[src/rtl/pc_gen_unit.sv]
// Fetch PC generator: sequential advance, delay-slot branch redirect, exception/ERET flush.
// Optional redirect counter port redir_cnt is built when PCG_PERF_EN is defined.
module pc_gen_unit #(
    parameter int ADDR_W = 32,
    parameter logic [ADDR_W-1:0] RESET_PC = 32'h80000000,
    parameter logic [ADDR_W-1:0] EXC_VECTOR = 32'h80000380,
    parameter int INC = 4
) (
    input  logic              clk,
    input  logic              rst,
    input  logic              if_ready,
    output logic [ADDR_W-1:0] pc,
    output logic              pc_valid,
    input  logic              br_valid,
    input  logic [ADDR_W-1:0] br_target,
    input  logic              exc_valid,
    input  logic              eret_valid,
    input  logic [ADDR_W-1:0] epc,
    output logic              pc_misalign,
`ifdef PCG_PERF_EN
    output logic [31:0]       redir_cnt,
`endif
    output logic              redir_pending
);

    typedef enum logic {SEQ, PEND} state_t;

    state_t            state;
    logic [ADDR_W-1:0] tgt;
    logic              fire;

    assign fire        = pc_valid & if_ready;
    assign pc_misalign = pc_valid & (pc[1:0] != 2'b00);

    always_ff @(posedge clk) begin
        if (rst) begin
            pc            <= RESET_PC;
            pc_valid      <= 1'b0;
            state         <= SEQ;
            redir_pending <= 1'b0;
            tgt           <= '0;
        end else begin
            pc_valid <= 1'b1;
            if (exc_valid) begin
                pc            <= EXC_VECTOR;
                state         <= SEQ;
                redir_pending <= 1'b0;
            end else if (eret_valid) begin
                pc            <= epc;
                state         <= SEQ;
                redir_pending <= 1'b0;
            end else begin
                case (state)
                    SEQ: begin
                        // Current pc is the delay slot; target waits until it is accepted.
                        if (br_valid) begin
                            if (fire) begin
                                pc <= br_target;
                            end else begin
                                tgt           <= br_target;
                                state         <= PEND;
                                redir_pending <= 1'b1;
                            end
                        end else if (fire) begin
                            pc <= pc + ADDR_W'(INC);
                        end
                    end
                    PEND: begin
                        if (fire) begin
                            pc            <= tgt;
                            state         <= SEQ;
                            redir_pending <= 1'b0;
                        end
                    end
                    default: state <= SEQ;
                endcase
            end
        end
    end

`ifdef PCG_PERF_EN
    logic br_apply;

    assign br_apply = fire & ((state == SEQ & br_valid) | (state == PEND));

    always_ff @(posedge clk) begin
        if (rst)
            redir_cnt <= '0;
        else if (exc_valid | eret_valid | br_apply)
            redir_cnt <= redir_cnt + 32'd1;
    end
`endif

endmodule

[config.mk]
export PLATFORM = sky130hd
export DESIGN_NAME = pc_gen_unit
export DESIGN_NICKNAME = d
export VERILOG_FILES = /design/src/rtl/pc_gen_unit.sv
export SDC_FILE = /design/constraint.sdc
export NUM_CORES = 1
export LEC_CHECK = 0
export ABC_AREA = 1
export CAP_MARGIN = 20
export CELL_PAD_IN_SITES_DETAIL_PLACEMENT = 2
export CELL_PAD_IN_SITES_GLOBAL_PLACEMENT = 2
export CORE_ASPECT_RATIO = 1.4
export CORE_MARGIN = 2
export CORE_UTILIZATION = 23
export CTS_CLUSTER_SIZE = 25
export DETAILED_ROUTE_END_ITERATION = 10
export PLACE_DENSITY = 0.81
export SLEW_MARGIN = 20
export SYNTH_ARGS = -nofsm -noshare
export SYNTH_HDL_FRONTEND = slang
export SYNTH_SLANG_ARGS = --single-unit
[constraint.sdc]
create_clock -name clk -period 1.6 [get_ports clk]
set_input_delay 0.4 -clock clk [delete_from_list [all_inputs] [get_ports clk]]
set_output_delay 0.4 -clock clk [all_outputs]
set_load 0.03 [all_outputs]
==> results of run 1 <==
placed cells by master, fill, tap and decap left out, drive strengths merged:
| cell type | count |
|---|---|
| a211oi | 3 |
| a21oi | 86 |
| a31oi | 4 |
| buf | 132 |
| clkbuf | 14 |
| clkdlybuf4s15 | 10 |
| clkdlybuf4s50 | 64 |
| clkinv | 4 |
| clkinvlp | 3 |
| dfxtp | 67 |
| dlygate4sd2 | 7 |
| dlymetal6s2s | 5 |
| ha | 3 |
| inv | 54 |
| nand2 | 180 |
| nand3 | 32 |
| nand3b | 2 |
| nand4 | 3 |
| nor2 | 95 |
| nor3 | 1 |
| o2111ai | 1 |
| o211ai | 4 |
| o21a | 1 |
| o21ai | 85 |
| o221a | 1 |
| o31ai | 1 |
| o32ai | 1 |
| or2 | 8 |
| xnor2 | 4 |
| xor2 | 6 |
power by group:
group	internal, W	switching, W	leakage (nW)
registers	0.00175	0.000113	0.562
clock network	0.00109	0.000934	0.133
logic	0.000601	0.000809	2.34
per-stage QoR:
| step | cell area (µm²) | TNS [ns] | setup slack (ns) |
|---|---|---|---|
| after floorplan | 4180 | 0 | 0.01642 |
| after global placement | 6181 | -17.07 | -0.3927 |
| after detailed placement | 6181 | -24.28 | -0.4759 |
| after CTS | 6843 | -0.09486 | -0.06026 |
| after global routing | 7356 | -5.266 | -0.3216 |
| final | 7356 | -3.937 | -0.2657 |
registers in the layout, summed over array words and instances (netlist names), named ones only:
name and count:
redir_pending 1, pc 30, pc_valid 1, state 1
tgt 32
path summary, 6_finish.rpt:
path,start,endpoint,slack [ns],cells past startpoint
setup / recovery,pc[2],pc[16],-0.27,9
hold / removal,tgt[9],tgt[9],0.48,2
setup reg to reg,pc[2],pc[16],-0.27,9
hold reg to reg,tgt[9],tgt[9],0.48,2
timing repair:
action | CTS | global route
endpoints found under the hold margin | 0 | 0
endpoints found under the setup margin | 70 | 63
resized for setup | 130 | 134
cloned | 1 | 2
pin swaps | 18 | 41
setup buffers | 13 | 9
worst register-to-register path, cell delays in order, from the launching register on:
cell                      delay [ns]
sky130_fd_sc_hd__dfxtp_4        0.38
sky130_fd_sc_hd__ha_4           0.17
sky130_fd_sc_hd__nand3_2        0.16
sky130_fd_sc_hd__nor2_4         0.29
sky130_fd_sc_hd__nand4_1        0.18
sky130_fd_sc_hd__nand3_2        0.13
sky130_fd_sc_hd__nand2_1        0.06
sky130_fd_sc_hd__nand2_1        0.07
sky130_fd_sc_hd__o21ai_1        0.11
sky130_fd_sc_hd__a21oi_1        0.22
layer usage:
layer	track usage	routed length (µm)
met5	0	0
met4	0.1758	2536
met3	0.04469	1704
met2	0.5095	16280
met1	0.2884	11320
final cells by class:
cell class | instances | area, µm²
Clock buffer | 12 | 246.5
Inverter | 57 | 236.5
Multi-Input combinational cell | 521 | 2968
Clock inverter | 4 | 26.28
Fill cell | 2058 | 10500
Timing Repair Buffer | 220 | 2168
Tap cell | 240 | 300.3
Sequential cell | 67 | 1410
kinds of logic (layout without fill, tap and decap cells):
group | after synthesis | in the layout | synth area share
AND/OR/NAND/NOR | 321 | 321 | 0.3290
buffers and inverters | 91 | 293 | 0.08480
flip-flops | 67 | 67 | 0.3212
adder cells (fa/ha/maj) | 3 | 3 | 0.008991
AO/OA/AOI/OAI | 187 | 187 | 0.2349
XOR/XNOR | 10 | 10 | 0.02098
==> results.cfg, run 1 <==
[route]
drcViolationCount = 0
final_antenna_net_count = 0
routed_wirelength_um = 31840
vias = 6208
route.detailed.wl_per_inst_um = 28.40
dr.pass1.iters = 5
vias_per_cell = 5.538
first_iter_violations = 298

[sta]
min_period_over_period = 1.166
final_hold_viol_count = 0
hold_slack_ns = 0.4845
report.final.slew_viol_count = 0
worst_pin_slew_ns = 0.5225
setup_viol_count_final = 30
final_critical_path_setup_slack_ns = -0.2657
worst_clk_skew_ns = 0.01713
fmax_ghz = 0.5360
timing.max_slew.rel_slack = 0.6517
grt_setup_unrepaired = yes
period_minus_slack_ns = 1.866

[placement]
globalplace.congestion = 0.8375
count_of_placed_standard_cells_including_taps = 1081
detailed_place_hpwl_um = 16160
port_buffers = 104

[finish]
finalNetCount = 949
stdcell_count = 1121
layout-drive-gt1-share = 0.3621
area.growth.synth_to_final_pct = 76.18
final_core_utilization = 0.4120
number_of_antenna_cells_inserted = 0

[grt]
antenna_violations_before_repair = 0
grt_first_pass_wirelength_um = 40230
first_global_vias = 6701
grt_max_degree = 41
track_usage = 0.2753
grt_overflow_total = 0

[pwr]
power.leakage_nw = 3.030
overall_power_after_layout_w = 0.005296
power.density_cell_area_mw_per_mm2 = 720.0
power.ir.vdd_worst_uv = 654.2

[setup_path]
worst_ep_arrival_time_ns = 2.14
worst_setup_path_start_kind = flop
critPathBufInv = 0
cp-end-kind = flop
worst_ep_required_time_ns = 1.88
crit_type = flop to flop
timing.critical_path.max_delay_family = simple AND/OR/NAND/NOR gates
crit_path_max_incr_delay_ns = 0.38
cp_slowest_cell = sky130_fd_sc_hd__dfxtp_4
path_cells = ha_4 -> nand3_2 -> nor2_4 -> nand4_1 -> nand3_2 -> nand2_1 -> nand2_1 -> o21ai_1 -> a21oi_1
worstPathMaxFanout = 4

[yosys]
netlist_area_mm2 = 0.004175
ys_dominant_reg_cell = sky130_fd_sc_hd__dfxtp_1
yosysSeqAreaShare = 0.3212
synth_most_common_cell = sky130_fd_sc_hd__nand2_1
syn_inst = 679
synth-seq-cells = 67
avgSynthCellArea_um2 = 6.149
yosysTopAreaCell = sky130_fd_sc_hd__dfxtp_1
synth-async-reset-ratio = 0
post_synth_main_area_contributors = sky130_fd_sc_hd__dfxtp_1, sky130_fd_sc_hd__nand2_1, sky130_fd_sc_hd__a21oi_1
area_fraction_of_the_dominant_cell_type_after_synthesis = 0.3212
yosys-top-cells-count = sky130_fd_sc_hd__nand2_1, sky130_fd_sc_hd__a21oi_1, sky130_fd_sc_hd__nor2_1
ys.warnings.count = 0
mappedNetlistNets = 752
yosysUniqueCellTypes = 34
synth_enable_flop_cells = 0

[floorplanning]
dieHeight_um = 163.4
dieArea_mm2 = 0.01926
io_pins = 105
design.core.area_mm2 = 0.01785
floorplan.die.width_um = 117.9
initial_utilization = 0.2339
placement_rows = 58

[outcome]
status = complete, but fails checks
failed_checks = setup timing

[clocking]
cts_sinks = 67
tritoncts = built
clk_path_buf_depth = 2
worstSkewPairLatency_ns = 0.38
cts_root_buffer = sky130_fd_sc_hd__clkbuf_16
cts_htree_levels = 3
cts_hold_buffers = 0
cts.reportedPaths.clkPinSlew_ns = 0.06
total_clock_buffers_created_by_cts = 9

[hold_path]
min-delay-path-class = flop to flop

[run]
timing.max_cap.violations = 0
(Power assumes the default switching activity.)
==> run 2: changes to the inputs <==
--- a/config.mk
+++ b/config.mk
@@ -11,10 +11,10 @@
 export CELL_PAD_IN_SITES_GLOBAL_PLACEMENT = 2
 export CORE_ASPECT_RATIO = 1.4
 export CORE_MARGIN = 2
-export CORE_UTILIZATION = 23
+export CORE_UTILIZATION = 26
 export CTS_CLUSTER_SIZE = 25
 export DETAILED_ROUTE_END_ITERATION = 10
-export PLACE_DENSITY = 0.81
+export PLACE_DENSITY = 0.86
 export SLEW_MARGIN = 20
 export SYNTH_ARGS = -nofsm -noshare
 export SYNTH_HDL_FRONTEND = slang
==> constraint.sdc (replaced) <==
create_clock -name clk -period 1.9 [get_ports clk]
set_input_delay 0.475 -clock clk [delete_from_list [all_inputs] [get_ports clk]]
set_output_delay 0.475 -clock clk [all_outputs]
set_load 0.03 [all_outputs]
==> run 2 against run 1 <==
Register-to-register slack better by 0.35 ns. Worst setup slack better by 0.31 ns. Critical path depth down 8. Design area down 18%. Hold slack worse by 0.0035 ns. First-iteration DRC count down 40%. Sequential share of layout area up 3.5 points. Clock skew down 0.0047 ns. Wire length down 35%. Critical endpoint is now redir_pending. Clock power down 4%. Core utilization down 2.8 points. Power down 18%. The run now ends clean.
==> results.cfg, run 2 (same netlist as run 1, synthesis figures left out) <==
[clocking]
cts_root_buffer = sky130_fd_sc_hd__clkbuf_16
worstSkewPairLatency_ns = 0.35
total_clock_buffers_created_by_cts = 9
tritoncts = built
cts_sinks = 67
cts_hold_buffers = 0
clk_path_buf_depth = 2
cts_htree_levels = 3
cts.reportedPaths.clkPinSlew_ns = 0.06

[finish]
final_core_utilization = 0.3839
number_of_antenna_cells_inserted = 0
final_common_cell = sky130_fd_sc_hd__nand2_1
fillers = 1906
layout.cells.most_common_list = sky130_fd_sc_hd__nand2_1, sky130_fd_sc_hd__a21oi_1, sky130_fd_sc_hd__nor2_1
layout-drive-gt1-share = 0.1395
registers.top_by_ff_count = tgt
area.growth.synth_to_final_pct = 44.11
biggestRegsByFlops = tgt: 32 flops, pc: 30 flops
finalNetCount = 871
largest_register_ffs = 32

[pwr]
power.leakage_nw = 2.502
power.density_cell_area_mw_per_mm2 = 720.4
power.ir.vdd_worst_uv = 321.0

[sta]
grt_setup_unrepaired = no
report.final.slew_viol_count = 0
worst_pin_slew_ns = 0.4055
worst_clk_skew_ns = 0.01246
fmax_ghz = 0.5381
final_critical_path_setup_slack_ns = 0.04164
hold_slack_ns = 0.4810
final_hold_viol_count = 0
finalSetupTns_ns = 0
timing.max_slew.rel_slack = 0.7268
period_minus_slack_ns = 1.858
setup_viol_count_final = 0
min_period_over_period = 0.9781

[route]
wl_met3_um = 774
drcViolationCount = 0
vias = 5222
route.detailed.wl_per_inst_um = 20.87
top_layer = met4
routed_wirelength_um = 20850
met1Wirelength_um = 7736
vias_per_cell = 5.227
final_antenna_net_count = 0
wl_met2_um = 11420
dr.pass1.iters = 4
first_iter_violations = 179

[setup_path]
path_cells = clkdlybuf4s50_1
crit_type = flop to primary output
timing.critical_path.max_delay_family = buffers and inverters
worst_ep_required_time_ns = 1.42
cp_slowest_cell = sky130_fd_sc_hd__clkdlybuf4s50_1
worst_ep_arrival_time_ns = 1.38
worstPathMaxFanout = 2
crit_path_max_incr_delay_ns = 0.68
cp-end-kind = primary output
critPathBufInv = 1
worst_setup_path_start_kind = flop

[placement]
dpl_worst_slack_ns = -0.2039
globalplace.congestion = 0.8431
port_buffers = 104
detailed_place_hpwl_um = 15030

[grt]
first_global_vias = 6056
grt_first_pass_wirelength_um = 32630
antenna_violations_before_repair = 0
grt_overflow_total = 0
track_usage = 0.2435
grt_max_degree = 37

[floorplanning]
floorplan.die.width_um = 111.1
dieHeight_um = 153.9
io_pins = 105
dieArea_mm2 = 0.01710
initial_utilization = 0.2664
placement_rows = 54
design.core.area_mm2 = 0.01568

[outcome]
status = complete, no violations

[hold_path]
min-delay-path-class = flop to flop

[run]
timing.max_cap.violations = 0
## run 2: worst paths after layout
path	from	end	slack, ns	cells after the start
setup / recovery	redir_pending	redir_pending	0.04	1
hold / removal	tgt[8]	tgt[8]	0.48	2
setup reg to reg	pc[10]	pc[27]	0.08	11
hold reg to reg	tgt[8]	tgt[8]	0.48	2
## run 2: where the power goes
group / leakage (nW) / switching, W / internal (W)
registers: 0.555 / 0.0000879 / 0.00148
clock network: 0.159 / 0.000715 / 0.00122
logic: 1.79 / 0.000475 / 0.000356
total: 2.50 / 0.00128 / 0.00306
## run 2: metrics by stage
stage                     cell area, µm²  power [W]  std cells
after floorplan                     4175   0.001969        679
after global placement              5670   0.002394        983
after detailed placement            5670   0.002434        983
after CTS                           5966   0.004347        999
after global routing                6017   0.004481        999
final                               6017   0.004335        999
## run 2: layout make-up
cell class              count  area, µm²  share of cell area
inverters                  57      214.0             0.03556
flip-flops and latches     67       1364              0.2267
clock buffers              12      256.5             0.04263
well taps                 196      245.2             0.04076
repair buffers            142       1358              0.2256
clock inverters             4      72.57             0.01206
multi-input cells         521       2507              0.4167
## run 2: metal layers
layer  track usage  vias to the layer above
met5             0                        -
met4        0.1287                        0
met3       0.02956                       57
met2        0.4695                      140
met1        0.2553                     2578
li1              -                     2447
## run 2: repair_timing
item                                    in CTS  in global routing
setup buffers                                0                  0
resized for setup                           34                 26
endpoints found under the setup margin      33                 20
==> run 3: changes to the inputs <==
--- a/config.mk
+++ b/config.mk
@@ -14,7 +14,7 @@
 export CORE_UTILIZATION = 26
 export CTS_CLUSTER_SIZE = 25
 export DETAILED_ROUTE_END_ITERATION = 10
-export PLACE_DENSITY = 0.86
+export PLACE_DENSITY_LB_ADDON = 0.1
 export SLEW_MARGIN = 20
 export SYNTH_ARGS = -nofsm -noshare
 export SYNTH_HDL_FRONTEND = slang
==> run 3 against run 2 <==
Fmax increased by 0.36%. Design area increased by 1.8%. Global-route usage shrank 1.3 points. Via count shrank 1.0%. Non-clock buffer count rose by 8. Worst setup slack better by 0.0066 ns. Sequential cell count stayed put. Core utilization increased by 0.69 points. Power decreased by 4.7%. Sequential share of layout area fell by 0.30 points. Sequential power about the same. Critical path type unchanged.
==> results.cfg, run 3 (same netlist as run 1, synthesis figures left out) <==
[clocking]
worstSkewPairLatency_ns = 0.35
post_cts_buffers = 0
tritoncts = built
cts.reportedPaths.clkPinSlew_ns = 0.06
cts_root_buffer = sky130_fd_sc_hd__clkbuf_16
cts_sinks = 67
total_clock_buffers_created_by_cts = 9
cts_htree_levels = 3
clk_path_buf_depth = 2

[pwr]
power.ir.vdd_worst_uv = 280.5
combinationalPowerShare = 0.205
p_seq_frac = 0.379
netSwitchingFraction = 0.2979
power.leakage_nw = 2.567
clock_power_share = 0.416
power.density_cell_area_mw_per_mm2 = 674.0
intPower_w = 0.002899
net_load_switching_power_w = 0.001230

[finish]
layout.cells.most_common_list = sky130_fd_sc_hd__nand2_1, sky130_fd_sc_hd__a21oi_1, sky130_fd_sc_hd__nor2_1
layout.cell_area.non_filler_mm2 = 0.006126
layout-drive-gt1-share = 0.1517
largest_register_ffs = 32
area.growth.synth_to_final_pct = 46.72
final_common_cell = sky130_fd_sc_hd__nand2_1
number_of_antenna_cells_inserted = 0
finalNetCount = 879
registers.top_by_ff_count = tgt
biggestRegsByFlops = tgt: 32 flops, pc: 30 flops

[grt]
first_global_vias = 5841
grt_overflow_total = 0
antenna_violations_before_repair = 0
track_usage = 0.2305
grt_first_pass_wirelength_um = 30670
grt_max_degree = 49

[setup_path]
worst_ep_arrival_time_ns = 1.38
worstPathMaxFanout = 2
cp-end-kind = primary output
worst_setup_path_start_kind = flop
worst_ep_required_time_ns = 1.42
critPathBufInv = 1
path_cells = clkdlybuf4s50_1
crit_type = flop to primary output
regToRegSetupSlack_ns = 0.12
timing.critical_path.max_delay_family = buffers and inverters
crit_path_max_incr_delay_ns = 0.68
cp_slowest_cell = sky130_fd_sc_hd__clkdlybuf4s50_1
worstRegToRegCells = 11
regToRegEndpoint = pc[31]
r2r_start = pc[24]

[hold_path]
min-delay-path-class = flop to flop
hold_startpoint = tgt[7]
timing.hold.worst_path_depth = 2
worstHoldEndpoint = tgt[7]

[route]
vias_per_cell = 5.134
dr.pass1.iters = 4
drcViolationCount = 0
first_iter_violations = 152
route.detailed.wl_per_inst_um = 19.43
routed_wirelength_um = 19570
final_antenna_net_count = 0
vias = 5170

[outcome]
status = complete, no violations

[placement]
detailed_place_hpwl_um = 15340
port_buffers = 104
post_detailed_placement_cell_area_mm2 = 0.005781
globalplace.congestion = 0.8272

[sta]
report.final.slew_viol_count = 0
period_minus_slack_ns = 1.852
setup_viol_count_final = 0
worst_clk_skew_ns = 0.004704
final_hold_viol_count = 0
fmax_ghz = 0.5400
timing.max_slew.rel_slack = 0.7625
worst_pin_slew_ns = 0.3526
hold_slack_ns = 0.4658
grt_setup_unrepaired = no
min_period_over_period = 0.9746

[floorplanning]
design.core.area_mm2 = 0.01568
io_pins = 105
dieHeight_um = 153.9
placement_rows = 54
floorplan.die.width_um = 111.1
dieArea_mm2 = 0.01710
initial_utilization = 0.2664

[run]
timing.max_cap.violations = 0
run 3: cell count changes in the layout (fill, tap and decap cells not counted), moves of 2 or more:
cell,previous run,this run
sky130_fd_sc_hd__clkinv_2,1,3
sky130_fd_sc_hd__buf_12,5,9
sky130_fd_sc_hd__buf_4,33,37
sky130_fd_sc_hd__dfxtp_4,0,2
run 3: power groups by stage:
stage                     Clock [W]  Sequential (W)  Combinational (W)
final                       0.00172         0.00156           0.000848
after floorplan                   0         0.00164           0.000333
after global routing        0.00182         0.00157           0.000927
after detailed placement          0         0.00159           0.000877
after global placement            0         0.00159           0.000847
after CTS                   0.00176         0.00156           0.000860
run 3: cell type report:
type                    count  area, µm²
fillers                  1943       9549
multi-input cells         521       2530
clock buffers              11      242.7
repair buffers            150       1471
clock inverters             5      52.55
flip-flops and latches     67       1370
well taps                 196      245.2
inverters                  57      214.0
run 3: how the worst max path moves through the flow:
stage	from	endpoint	slack, ns	cells past startpoint
2_1_floorplan	pc[3]	pc[16]	0.14	10
3_3_place_gp	eret_valid	pc[28]	-0.17	7
3_5_place_dp	if_ready	tgt[13]	-0.25	9
4_1_cts	flop	pc[1]	0.007	1
5_1_grt	exc_valid	pc[2]	0.002	8
6_report	redir_pending	redir_pending	0.05	1
run 3: stage by stage:
stage | worst slack [ns] | std cells | power (W) | utilization | TNS (ns)
finish | 0.04821 | 1007 | 0.004129 | 0.3908 | 0
CTS | 0.006915 | 1007 | 0.004177 | 0.3861 | 0
global placement | -0.1656 | 991 | 0.002434 | 0.3688 | -4.710
detailed placement | -0.2484 | 991 | 0.002467 | 0.3688 | -10.18
global route | 0.001734 | 1007 | 0.004324 | 0.3908 | 0
floorplan | 0.1415 | 679 | 0.001969 | - | 0
run 3: repair_timing:
action | CTS | global route
gates resized for setup | 37 | 29
endpoints found under the setup margin | 34 | 24
pin swaps | 0 | 1
hold buffers | 0 | 0
run 3: worst min-delay path, delay by kind of cell (launching register included):
kind / cells / cell delay (ns)
flops: 1 / 0.29
compound gates: 1 / 0.06
buf+inv: 1 / 0.06
run 3: layer usage:
layer  global-route usage  share of wire  vias up
met4               0.1211          0.038        0
met2               0.4473           0.55      108
li1                     -              -     2475
met5                    0              0        -
met1               0.2427           0.38     2551
met3              0.02286          0.029       36
